## src/rtl/horner_pkg.sv

```systemverilog
// Shared definitions for the Horner evaluator and its coefficient feeder.
package horner_pkg;
  localparam int HORNER_DATA_W  = 32;
  localparam int HORNER_MAX_DEG = 3;

  typedef enum logic [1:0] {
    ST_IDLE   = 2'd0,
    ST_STREAM = 2'd1,
    ST_WAIT   = 2'd2,
    ST_DONE   = 2'd3
  } state_t;
endpackage

```

## src/rtl/horner_coeff_ram.sv

```systemverilog
// Coefficient store: DEPTH x DATA_W registers, synchronous write/clear, combinational read.
// Out-of-range writes are dropped; out-of-range reads return zero.
module horner_coeff_ram #(
  parameter int DATA_W = 32,
  parameter int DEPTH  = 4,
  parameter int ADDR_W = 2
) (
  input  logic              clk,
  input  logic              rst,
  input  logic              we,
  input  logic [ADDR_W-1:0] waddr,
  input  logic [DATA_W-1:0] wdata,
  input  logic [ADDR_W-1:0] raddr,
  output logic [DATA_W-1:0] rdata
);
  logic [DATA_W-1:0] mem_q [DEPTH];
  logic [DATA_W-1:0] mem_d [DEPTH];

  always_comb begin
    mem_d = mem_q;
    if (we && (32'(waddr) < DEPTH)) mem_d[waddr] = wdata;
  end

  always_ff @(posedge clk) begin
    if (rst) mem_q <= '{default: '0};
    else     mem_q <= mem_d;
  end

  assign rdata = (32'(raddr) < DEPTH) ? mem_q[raddr] : '0;
endmodule

```

## src/rtl/horner_coeff_feeder.sv

```systemverilog
// Streams stored coefficients highest-degree-first to the evaluator (first beat 1 cycle after start),
// holding each beat while ev_ready is low, then captures the result and pulses z_valid for one cycle.
module horner_coeff_feeder
  import horner_pkg::*;
#(
  parameter int DATA_W  = HORNER_DATA_W,
  parameter int MAX_DEG = HORNER_MAX_DEG,
  parameter int TIMEOUT = 64,
  parameter int ADDR_W  = $clog2(MAX_DEG + 1)
) (
  input  logic              clk,
  input  logic              rst,
  input  logic              cfg_we,
  input  logic [ADDR_W-1:0] cfg_addr,
  input  logic [DATA_W-1:0] cfg_wdata,
  input  logic [ADDR_W-1:0] cfg_deg,
  input  logic              start,
  input  logic [DATA_W-1:0] x_in,
  output logic              busy,
  output logic [DATA_W-1:0] ev_x,
  output logic [DATA_W-1:0] ev_coef,
  output logic              ev_coef_valid,
  output logic              ev_first,
  output logic              ev_last,
  input  logic              ev_ready,
  input  logic [DATA_W-1:0] ev_result,
  input  logic              ev_result_valid,
  output logic [DATA_W-1:0] z,
  output logic              z_valid,
  output logic              timeout_err
);
  localparam int CNT_W = (TIMEOUT > 1) ? $clog2(TIMEOUT) : 1;
  localparam logic [CNT_W-1:0] CNT_MAX = CNT_W'(TIMEOUT - 1);

  state_t            state_q, state_d;
  logic [DATA_W-1:0] x_q, x_d;
  logic [DATA_W-1:0] z_q, z_d;
  logic [ADDR_W-1:0] deg_q, deg_d;
  logic [ADDR_W-1:0] idx_q, idx_d;
  logic [CNT_W-1:0]  cnt_q, cnt_d;
  logic              err_q, err_d;
  logic [ADDR_W-1:0] deg_clamped;
  logic [DATA_W-1:0] ram_rdata;
  logic              ram_we;

  // The store is frozen for the whole evaluation so the stream sees a consistent polynomial.
  assign ram_we      = cfg_we && (state_q == ST_IDLE);
  assign deg_clamped = (32'(cfg_deg) > MAX_DEG) ? ADDR_W'(MAX_DEG) : cfg_deg;

  horner_coeff_ram #(
    .DATA_W (DATA_W),
    .DEPTH  (MAX_DEG + 1),
    .ADDR_W (ADDR_W)
  ) u_ram (
    .clk   (clk),
    .rst   (rst),
    .we    (ram_we),
    .waddr (cfg_addr),
    .wdata (cfg_wdata),
    .raddr (idx_q),
    .rdata (ram_rdata)
  );

  always_ff @(posedge clk) begin
    if (rst) state_q <= ST_IDLE;
    else     state_q <= state_d;
  end

  always_ff @(posedge clk) begin
    if (rst) begin
      x_q   <= '0;
      z_q   <= '0;
      deg_q <= '0;
      idx_q <= '0;
      cnt_q <= '0;
      err_q <= 1'b0;
    end else begin
      x_q   <= x_d;
      z_q   <= z_d;
      deg_q <= deg_d;
      idx_q <= idx_d;
      cnt_q <= cnt_d;
      err_q <= err_d;
    end
  end

  always_comb begin
    state_d = state_q;
    x_d     = x_q;
    z_d     = z_q;
    deg_d   = deg_q;
    idx_d   = idx_q;
    cnt_d   = cnt_q;
    err_d   = err_q;
    case (state_q)
      ST_IDLE: begin
        if (start) begin
          x_d     = x_in;
          deg_d   = deg_clamped;
          idx_d   = deg_clamped;
          err_d   = 1'b0;
          state_d = ST_STREAM;
        end
      end
      ST_STREAM: begin
        if (ev_ready) begin
          if (idx_q == '0) begin
            cnt_d   = '0;
            state_d = ST_WAIT;
          end else begin
            idx_d = idx_q - ADDR_W'(1);
          end
        end
      end
      ST_WAIT: begin
        // A result arriving on the final allowed cycle still wins over the timeout.
        if (ev_result_valid) begin
          z_d     = ev_result;
          state_d = ST_DONE;
        end else if (cnt_q == CNT_MAX) begin
          err_d   = 1'b1;
          state_d = ST_IDLE;
        end else begin
          cnt_d = cnt_q + CNT_W'(1);
        end
      end
      ST_DONE:  state_d = ST_IDLE;
      default:  state_d = ST_IDLE;
    endcase
  end

  always_comb begin
    busy          = (state_q != ST_IDLE);
    ev_x          = x_q;
    ev_coef_valid = (state_q == ST_STREAM);
    ev_coef       = (state_q == ST_STREAM) ? ram_rdata : '0;
    ev_first      = (state_q == ST_STREAM) && (idx_q == deg_q);
    ev_last       = (state_q == ST_STREAM) && (idx_q == '0);
    z             = z_q;
    z_valid       = (state_q == ST_DONE);
    timeout_err   = err_q;
  end
endmodule
```

## config.mk

```make
export PLATFORM = sky130hd
export DESIGN_NAME = horner_coeff_feeder
export DESIGN_NICKNAME = d
export VERILOG_FILES = /design/src/rtl/horner_pkg.sv /design/src/rtl/horner_coeff_ram.sv /design/src/rtl/horner_coeff_feeder.sv
export SDC_FILE = /design/constraint.sdc
export NUM_CORES = 1
export LEC_CHECK = 0
export CAP_MARGIN = 20
export CORE_ASPECT_RATIO = 1.25
export CORE_MARGIN = 8
export CORE_UTILIZATION = 49
export DETAILED_ROUTE_END_ITERATION = 8
export GPL_ROUTABILITY_DRIVEN = 1
export GPL_TIMING_DRIVEN = 0
export MAX_ROUTING_LAYER = met4
export PLACE_DENSITY = 0.76
export RECOVER_POWER = 50
export SETUP_SLACK_MARGIN = 0.1
export SLEW_MARGIN = 20
export SYNTH_ARGS = -nofsm -noshare
export SYNTH_HDL_FRONTEND = slang
export SYNTH_SLANG_ARGS = --single-unit
```

## constraint.sdc

```tcl
create_clock -name clk -period 3.1 [get_ports clk]
set_clock_uncertainty 0.15 [all_clocks]
set_input_delay 0.93 -clock clk [delete_from_list [all_inputs] [get_ports clk]]
set_output_delay 0.93 -clock clk [all_outputs]
set_load 0.02 [all_outputs]
```

==> flow_summary_export.csv <==
group,metric,value,unit
logic_synthesis,seq_area_frac_synth,49.4,%
sta,setup_violations,0,
setup_path,worst-path-max-fanout,7,
setup_path,regToRegStartpoint,"state_q[1]$_SDFFE_PP0P_",
floorplan,start_util,49.7,%
power_and_ir_drop,switching_share,25.0,%
logic_synthesis,synth_seq_cells,205,
setup_path,slowest_delay,0.54,ns
sta,hold_viol_final,0,
setup_path,r2r_setup_slack,0.83,ns
placement,io_buffers,206,
setup_path,crit_required,2.02,ns
sta,timing.slew.headroom,59.4,%
clock_network,clock_latency,0.50,ns
final_layout,drive_above_1_share,14.2,%
floorplan,die_area,21400,um^2
min_path,holdPathStages,2,
global_route,grt_pass1_wl,40800,um
floorplan,io_pins,208,
placement,dp_slack,-0.383,ns
clock_network,cts-root-buf,"clkbuf_16",
global_route,grt_max_degree,15,
logic_synthesis,synthFlopType,"dfxtp_1",
power_and_ir_drop,total_power,6330,uW
logic_synthesis,synth_edf_count,0,
final_layout,fin_cells,1480,
logic_synthesis,synth_cell_types,35,
outcome,outcome,"finished clean",
setup_path,cp-start-kind,"register",
logic_synthesis,synth_warnings,0,
logic_synthesis,yosysTopAreaCellShare,49.4,%
power_and_ir_drop,comb_power_share,14.1,%
setup_path,crit_top_cell,"buf_12",
route,initialDrtViolationCount,643,
min_path,hp-start,"ev_x[18]$_SDFFE_PP0P_",
route,drc_errors,0,
global_route,grt_pass1_vias,7941,
logic_synthesis,yosys.area.top_type,"dfxtp_1",
logic_synthesis,postSynthAreaPerCell,8.24,um^2
global_route,track_usage,24.0,%
placement,gp_congestion,0.808,
power_and_ir_drop,p_sw,1580,uW
power_and_ir_drop,intPower,4750,uW
final_layout,register_area,4110,um^2
logic_synthesis,yosys-top-cells-area,"dfxtp_1, nand2_1, a21oi_1, mux4_2, and2_1",
power_and_ir_drop,peakVddDrop,0.000380,V
setup_path,reg2reg_depth,7,
power_and_ir_drop,leakagePower,0.00425,uW
route,vias,7838,
setup_path,r2r-end,"u_ram.mem_q[94]$_SDFFE_PP0P_",
final_layout,fill_cells,1383,
placement,post-dp-hpwl,17700,um
logic_synthesis,netlist_instances,1007,
floorplan,die_y,162,um
clock_network,path_clk_slew,0.06,ns
min_path,holdCritPathClass,"register to register",
global_route,antenna_found_initial,3,
run,drv_cap,0,
final_layout,nets,1351,
logic_synthesis,synth_nets,1115,
power_and_ir_drop,seqPwrFrac,44.0,%
final_layout,areaGrowthSynthToFinish,40.4,%
floorplan,die-width,132,um
sta,finalCriticalPeriod,3.02,ns
route,first_pass_iters,5,
clock_network,cts_tree,"done",
power_and_ir_drop,power_density,543,nW/um^2
setup_path,worstPathArrival,1.94,ns
clock_network,cts_buffer_depth,3,
clock_network,cts.sinks,205,
route,wirelength,25500,um
clock_network,cts_max_level,1,
sta,rsz0062_at_grt,"yes",
route,ant_nets,0,
logic_synthesis,async_reset_ff_share,0,%
final_layout,final_cell_mix,"nand2_1, a21oi_1, dfxtp_1",
sta,worst_pin_slew,0.610,ns
setup_path,crit_slowest_cell,"mux4_2",
min_path,whs_endpoint,"ev_x[18]$_SDFFE_PP0P_",
clock_network,cts_made_buffers,22,
setup_path,path_class,"register to output pin",
setup_path,path_cells,"buf_12 > buf_12 > mux4_2 > and2_4 > buf_6",
sta,worst_slack,0.0754,ns
floorplan,rows,53,
placement,dp_cells,1433,
sta,fmax,0.331,GHz
power_and_ir_drop,clkPwrFrac,41.9,%
route,wl_per_cell,17.3,um
sta,drv_slew,0,
floorplan,design.core.area,16700,um^2
global_route,grt-ovfl-total,0,
setup_path,cp-end-kind,"output pin",
sta,finalCritPeriodShare,97.6,%
sta,holdWs,0.300,ns
final_layout,final_common_cell,"nand2_1",
logic_synthesis,synth_area,8300,um^2
route,viasPerCell,5.30,
final_layout,multiInputGateArea,3890,um^2
## critical path: cells and delay by family, from the launching register on
family / cells / cell delay (ns)
DFF: 1 / 0.34
muxes: 1 / 0.54
buffers and inverters: 3 / 0.41
and+or+nand+nor: 1 / 0.16
## Yosys cell counts, drive strengths merged (4+ instances only)
cell / number
nand2: 394
a21oi: 205
dfxtp: 205
clkbuf: 47
and2: 36
buf: 32
mux4: 32
nand3: 6
nor2: 6
nor3: 6
nand2b: 5
inv: 4
or3b: 4
## worst max-delay path by stage
stage / to / slack [ns] / depth (start not counted) / start
6_report: ev_coef[30] / 0.08 / 5 / idx_q[0]$_SDFFE_PP0P_
5_1_grt: ev_coef[30] / 0.05 / 5 / idx_q[0]$_SDFFE_PP0P_
4_1_cts: ev_coef[21] / 0.006 / 6 / idx_q[0]$_SDFFE_PP0P_
3_5_place_dp: ev_coef[21] / -0.38 / 5 / idx_q[1]$_SDFFE_PP0P_
3_3_place_gp: ev_coef[18] / -0.37 / 5 / idx_q[1]$_SDFFE_PP0P_
2_1_floorplan: ev_coef[10] / 0.45 / 4 / idx_q[0]$_SDFFE_PP0P_
## state kept, by name (all words and copies together) (netlist names)
name         flops
z               32
deg_q            2
cnt_q            6
u_ram.mem_q    128
idx_q            2
ev_x            32
timeout_err      1
state_q          2
## layer usage
metal	GRT usage (%)	routed length, um	part of all wire, %	vias up
met2	42.0	13200	51	293
met4	8.59	690	2.7	0
li1	-	-	-	3812
met5	-	0	0	-
met3	6.40	1980	7.8	52
met1	25.7	9720	38	3681
## per-stage QoR
step                      area [um^2]  utilization (%)  setup TNS (ns)
after floorplan                  8300                -               0
after global placement          10600             63.7           -9.29
after detailed placement        10600             63.7           -9.73
after CTS                       11700             69.8               0
after global routing            11700             69.7               0
final                           11700             69.7               0
## timing repair
action,4_1_cts,5_1_grt
pin swaps,20,11
setup buffers,5,1
endpoints found under the setup margin,37,35
hold buffers,0,0
resized for setup,252,32
gates cloned,2,0
## logic make-up after synthesis
| logic type | synth area share, % |
|---|---|
| and+or+nand+nor | 23.3 |
| AOI/OAI and AO/OA | 13.2 |
| DFF | 49.4 |
| buffers and inverters | 4.64 |
| muxes | 8.92 |
| xor gates and xnor gates | 0.211 |
| adders and majority gates | 0.301 |
## power groups by stage
stage          registers (uW)  logic (uW)  clock network (uW)
2_1_floorplan            2880         395                   0
3_3_place_gp             2830         827                   0
3_5_place_dp             2840         833                   0
4_1_cts                  2780         917                2680
5_1_grt                  2790         967                2810
6_report                 2780         894                2650
## final cells by class
cell class                      count  share of cell area (%)
Antenna cell                        3                  0.0644
Buffer                             79                    3.83
Clock buffer                       31                    5.80
Clock inverter                      7                   0.580
Inverter                            4                   0.150
Multi-Input combinational cell    719                    33.4
Sequential cell                   205                    35.2
Tap cell                          220                    2.36
Timing Repair Buffer              212                    18.6
Power figures use the tool's default switching activity.
